===== src/rtl/regfile_port_arbiter_pkg.sv =====
// Shared types and default sizes for the register-file port arbiter.
package regfile_port_arbiter_pkg;

  localparam int unsigned RF_AW    = 3;
  localparam int unsigned RF_DW    = 32;
  localparam int unsigned RF_DEPTH = 8;

  typedef enum logic [1:0] {
    StIdle   = 2'd0,
    StIssue  = 2'd1,
    StRdWait = 2'd2,
    StResp   = 2'd3
  } state_e;

  // Request payload at the default register-file geometry.
  typedef struct packed {
    logic             we;
    logic [RF_AW-1:0] addr;
    logic [RF_DW-1:0] wdata;
  } req_payload_t;

endpackage


===== src/rtl/regfile_port_arbiter_rr_arbiter.sv =====
// Combinational round-robin picker: searches from i_last+1 (mod NUM_REQ) upwards.
module rr_arbiter
  import regfile_port_arbiter_pkg::*;
#(
  parameter int unsigned NUM_REQ = 3,
  parameter int unsigned IW      = (NUM_REQ > 1) ? $clog2(NUM_REQ) : 1
) (
  input  logic [NUM_REQ-1:0] i_req,
  input  logic [IW-1:0]      i_last,
  output logic [NUM_REQ-1:0] o_gnt_oh,
  output logic [IW-1:0]      o_idx,
  output logic               o_valid
);

  logic [IW-1:0] w_cand;

  // First requester found after the previous winner takes the grant.
  always_comb begin
    o_gnt_oh = '0;
    o_idx    = '0;
    o_valid  = 1'b0;
    w_cand   = '0;
    for (int unsigned k = 1; k <= NUM_REQ; k++) begin
      w_cand = IW'((32'(i_last) + k) % NUM_REQ);
      if (!o_valid && i_req[w_cand]) begin
        o_valid          = 1'b1;
        o_idx            = w_cand;
        o_gnt_oh[w_cand] = 1'b1;
      end
    end
  end

endmodule


===== src/rtl/regfile_port_arbiter.sv =====
// Arbitrates NUM_REQ requesters onto a single register-file port, one access at a time.
module regfile_port_arbiter
  import regfile_port_arbiter_pkg::*;
#(
  parameter int unsigned NUM_REQ = 3,
  parameter int unsigned AW      = RF_AW,
  parameter int unsigned DW      = RF_DW
) (
  input  logic                  clk,
  input  logic                  rst_n,
  input  logic [NUM_REQ-1:0]    req,
  input  logic [NUM_REQ-1:0]    req_we,
  input  logic [NUM_REQ*AW-1:0] req_addr,
  input  logic [NUM_REQ*DW-1:0] req_wdata,
  output logic [NUM_REQ-1:0]    gnt,
  output logic [NUM_REQ-1:0]    rsp_valid,
  output logic [DW-1:0]         rsp_rdata,
  output logic                  rf_en,
  output logic                  rf_we,
  output logic [AW-1:0]         rf_addr,
  output logic [DW-1:0]         rf_wdata,
  input  logic [DW-1:0]         rf_rdata,
  output logic                  busy
);

  localparam int unsigned IW = (NUM_REQ > 1) ? $clog2(NUM_REQ) : 1;

  state_e             r_state, w_state_nxt;
  logic [IW-1:0]      r_last;
  logic [NUM_REQ-1:0] r_win_oh;
  logic               r_we;
  logic [AW-1:0]      r_addr;
  logic [DW-1:0]      r_wdata;
  logic [DW-1:0]      r_rdata;

  logic [NUM_REQ-1:0] w_win_oh;
  logic [IW-1:0]      w_win_idx;
  logic               w_win_valid;
  logic               w_accept;

  rr_arbiter #(
    .NUM_REQ (NUM_REQ),
    .IW      (IW)
  ) u_rr_arbiter (
    .i_req    (req),
    .i_last   (r_last),
    .o_gnt_oh (w_win_oh),
    .o_idx    (w_win_idx),
    .o_valid  (w_win_valid)
  );

  assign w_accept = (r_state == StIdle) && w_win_valid;

  // FSM state register.
  always_ff @(posedge clk or negedge rst_n) begin
    if (!rst_n) begin
      r_state <= StIdle;
    end else begin
      r_state <= w_state_nxt;
    end
  end

  // Next-state: writes finish after ISSUE, reads go through RD_WAIT and RESP.
  always_comb begin
    w_state_nxt = r_state;
    unique case (r_state)
      StIdle:   if (w_win_valid) w_state_nxt = StIssue;
      StIssue:  w_state_nxt = r_we ? StIdle : StRdWait;
      StRdWait: w_state_nxt = StResp;
      StResp:   w_state_nxt = StIdle;
      default:  w_state_nxt = StIdle;
    endcase
  end

  // Latch winner and payload on accept; capture read data in RD_WAIT.
  always_ff @(posedge clk or negedge rst_n) begin
    if (!rst_n) begin
      r_last   <= IW'(NUM_REQ - 1);
      r_win_oh <= '0;
      r_we     <= 1'b0;
      r_addr   <= '0;
      r_wdata  <= '0;
      r_rdata  <= '0;
    end else begin
      if (w_accept) begin
        r_last   <= w_win_idx;
        r_win_oh <= w_win_oh;
        r_we     <= req_we[w_win_idx];
        r_addr   <= req_addr[w_win_idx*AW +: AW];
        r_wdata  <= req_wdata[w_win_idx*DW +: DW];
      end
      if (r_state == StRdWait) begin
        r_rdata <= rf_rdata;
      end
    end
  end

  // Outputs are pure state decodes, so reset zeroes them immediately.
  always_comb begin
    gnt       = '0;
    rsp_valid = '0;
    rsp_rdata = '0;
    rf_en     = 1'b0;
    rf_we     = 1'b0;
    rf_addr   = '0;
    rf_wdata  = '0;
    busy      = (r_state != StIdle);
    unique case (r_state)
      StIssue: begin
        gnt      = r_win_oh;
        rf_en    = 1'b1;
        rf_we    = r_we;
        rf_addr  = r_addr;
        rf_wdata = r_wdata;
      end
      StResp: begin
        rsp_valid = r_win_oh;
        rsp_rdata = r_rdata;
      end
      default: ;
    endcase
  end

endmodule


===== config.mk =====
export PLATFORM = sky130hd
export DESIGN_NAME = regfile_port_arbiter
export DESIGN_NICKNAME = d
export VERILOG_FILES = /design/src/rtl/regfile_port_arbiter_pkg.sv /design/src/rtl/regfile_port_arbiter_rr_arbiter.sv /design/src/rtl/regfile_port_arbiter.sv
export SDC_FILE = /design/constraint.sdc
export NUM_CORES = 1
export LEC_CHECK = 0
export ABC_AREA = 1
export CAP_MARGIN = 15
export CELL_PAD_IN_SITES_DETAIL_PLACEMENT = 0
export CELL_PAD_IN_SITES_GLOBAL_PLACEMENT = 2
export CORE_AREA = 5 5 162 164
export CTS_CLUSTER_SIZE = 25
export DETAILED_ROUTE_END_ITERATION = 8
export DIE_AREA = 0 0 167 169
export PLACE_DENSITY_LB_ADDON = 0.1
export SLEW_MARGIN = 10
export SYNTH_ARGS = -nofsm -noshare
export SYNTH_HDL_FRONTEND = slang
export SYNTH_SLANG_ARGS = --single-unit

===== constraint.sdc =====
create_clock -name clk -period 1.98 [get_ports clk]
set_clock_uncertainty 0.15 [all_clocks]
set_input_delay 0.198 -clock clk [delete_from_list [all_inputs] [get_ports clk]]
set_output_delay 0.198 -clock clk [all_outputs]
set_load 0.03 [all_outputs]

==> run metrics <==
final setup fails=40; first-pass GRT wire length=28600 um; most common cell in the netlist=inv_1; I/O Buffers=220; CTS sink count=75; CTS HTree Levels=3; IO Count=roughly 220; share of cells above drive strength 1=0.248; Fin Hold WS=0.212 ns; initial antenna violation count=1; final net count=1074; core area=about 25000 um2; Total Power=~0.015 W; post-synth net total=~840; vias per std cell=between 4 and 5; CTS clock-pin slew for the worst setup and hold paths=~0.06 ns; setup TNS=-6.86 ns; Final HPWL DP=roughly 14000 um; Pwr Density=approximately 1900 nW/um2; die area=between 20000 and 30000 um2; Antenna diodes=0; slowest cell delay on critical path=approximately 0.57 ns; largest net degree at the start of global routing=51; Storage cell area=between 1500 and 2000 um2; maxcap violations=0; # fillers=2633; vias in the first global route=between 5000 and 6000; Max IR drop VDD=about 0.58 mV; Worst path most repeated cell=nand2_4; Synth top area share=0.405; flops & latches, synth=75; Cells after Synth=~700; Max Slew Vio Count=0; final hold vios=0; Worst Setup Slack, final=-0.204 ns; GRT overflow=0; Avg Inst Size Synth=~6.7 um2; GP Congestion=around 0.8; Yosys cell types=23; Skew-Pair Late Insertion Delay=~0.34 ns; crit-path cells=ha_4 > nand2_2 > nand3_2 > nand2_4 > nand2_4 > nor2_4 > nand2_2 > nand2_4 > inv_8 > clkbuf_16 > nand3_2 > a21oi_1; area of the multi-input gates=between 2000 and 2500 um2; 1st-pass router iterations=4; fin crit share=1.10; Post-synth ARST share=1.00; Synth Cell Area=about 4600 um2; RSZ-0062 raised after global routing=yes; Peak Freq=~0.46 GHz; Slowest-stage cell, CP=dfstp_2; Worst Hold Class=in2async; top cell type by total area after synthesis=dfrtp_1; row count=between 50 and 60; Total GRT Usage=0.127; Static Leak=about 4.2 nW; TritonCTS clock tree=done; Chip Width=around 170 um; CTS root buf=clkbuf_16; cts bufs inserted=9; sequential element share of the synthesized area=0.410; fin crit period=2.18 ns; Post-synth top cells=inv_1, nor2_1, a21oi_1; crit path capture type=register; EDFF count, synth=0; DIE HEIGHT=about 170 um; Worst-Margin Slew=around 0.43 ns; YS warnings=0; drt drc=0; failing checks=setup timing; maximum buffer depth of the clock tree=2; WL final=between 15000 and 20000 um; startpoint class of the critical path=register; Final Core Density=0.329; outcome=finished with violations; Syn-to-layout area delta=78.1%; Main synth FF type=dfrtp_1; Crit Path Class=reg2reg; ranking of synthesized cells by area=dfrtp_1, inv_1, nor2_1; Critical Path AT=~2.3 ns; Detail Route Antenna Nets=0; initial DRC count=roughly 250; slew margin rel.=0.712; vias=just over 5000; Initial Util=0.185; WP data required=slightly above 2 ns; Critical Path Fanout Max=9; wire per inst=approximately 15 um
[final timing paths]
kind                             start          to  slack (ns)  cells past startpoint
hold / removal                   rst_n  r_rdata[7]        0.21                      3
setup reg to reg             r_last[1]  r_wdata[0]       -0.20                     12
setup / recovery             r_last[1]  r_wdata[0]       -0.20                     12
min in group clk           rf_rdata[0]  r_rdata[0]        0.28                      3
max in group asynchronous        rst_n   r_last[1]        1.03                      3
hold reg to reg                   r_we    register        0.36                      1
[critical path: cells and delay by family (launching register included)]
family | cells | cell delay (ns)
buffers and inverters | 2 | 0.24
AO/OA/AOI/OAI | 1 | 0.06
flip-flops | 1 | 0.57
adder cells (fa/ha/maj) | 1 | 0.23
AND/OR/NAND/NOR | 8 | 0.81
[metrics by stage]
step	setup slack, ns	cells	area [um2]
after floorplan	-0.0777	687	4650
after global placement	-0.246	1239	7380
after detailed placement	-0.280	1239	7380
after CTS	-0.221	1257	7820
after global routing	-0.336	1260	8150
final	-0.204	1260	8150
[layer usage]
layer	global-route usage	vias to the layer above	part of all wire
met5	0	-	0.00069
met4	0.0462	2	0.016
met3	0.0315	20	0.058
met2	0.203	178	0.47
met1	0.166	2315	0.46
li1	-	2564	-
[area by class of cell]
cell class              count  area share
flip-flops and latches     75       0.230
inverters                 158      0.0743
repair buffers            264       0.326
clock inverters             5     0.00737
multi-input cells         417       0.281
clock buffers              11      0.0310
well taps                 330      0.0507
[sequential cells by signal, indices dropped and copies added (netlist names), named ones only]
| register | count |
|---|---|
| r_state | 1 |
| r_we | 1 |
| r_wdata | 32 |
| r_win_oh | 3 |
| r_rdata | 32 |
| r_addr | 3 |
| r_last | 2 |
[where the power goes]
group | internal, W | leakage [nW] | switching (W) | total, W
sequential | 0.00233 | 0.834 | 0.000316 | 0.00264
clock | 0.00105 | 0.152 | 0.000702 | 0.00175
combinational | 0.00445 | 3.24 | 0.00650 | 0.0109
total | 0.00783 | 4.22 | 0.00751 | 0.0153
[logic make-up (layout without fill, tap and decap cells)]
family	Yosys count	count (layout)	synth area share
AND/OR/NAND/NOR	297	297	0.274
buffers and inverters	195	438	0.176
AO/OA/AOI/OAI	116	116	0.129
flip-flops	75	75	0.410
adder cells (fa/ha/maj)	4	4	0.0109
[timing repair]
action	4_1_cts	5_1_grt
endpoints found under the setup margin	49	76
setup buffers	1	0
resized for setup	34	62
pin swaps	4	7
hold buffers	1	0
endpoints found under the hold margin	74	0
gates cloned	0	3
[cell usage in the layout (no fill, tap or decap), types with 2 or more instances in the layout]
cell and instances:
clkdlybuf4s50_1 143, nand3_4 2, clkbuf_8 2, clkbuf_16 12, nor2_1 137, a21oi_1 90, inv_4 2, inv_2 4
nand2_4 8, buf_12 19, dfrtp_1 74, nand2_2 12, o21ai_0 4, ha_1 2, dlygate4sd2_1 2, buf_6 3
ha_4 2, a21oi_2 14, nand3_1 45, inv_1 151, buf_4 92, o21ai_1 3, nand2_1 44, nand3_2 37
nor2_2 11
No activity file was read; power rests on OpenSTA's default activity.
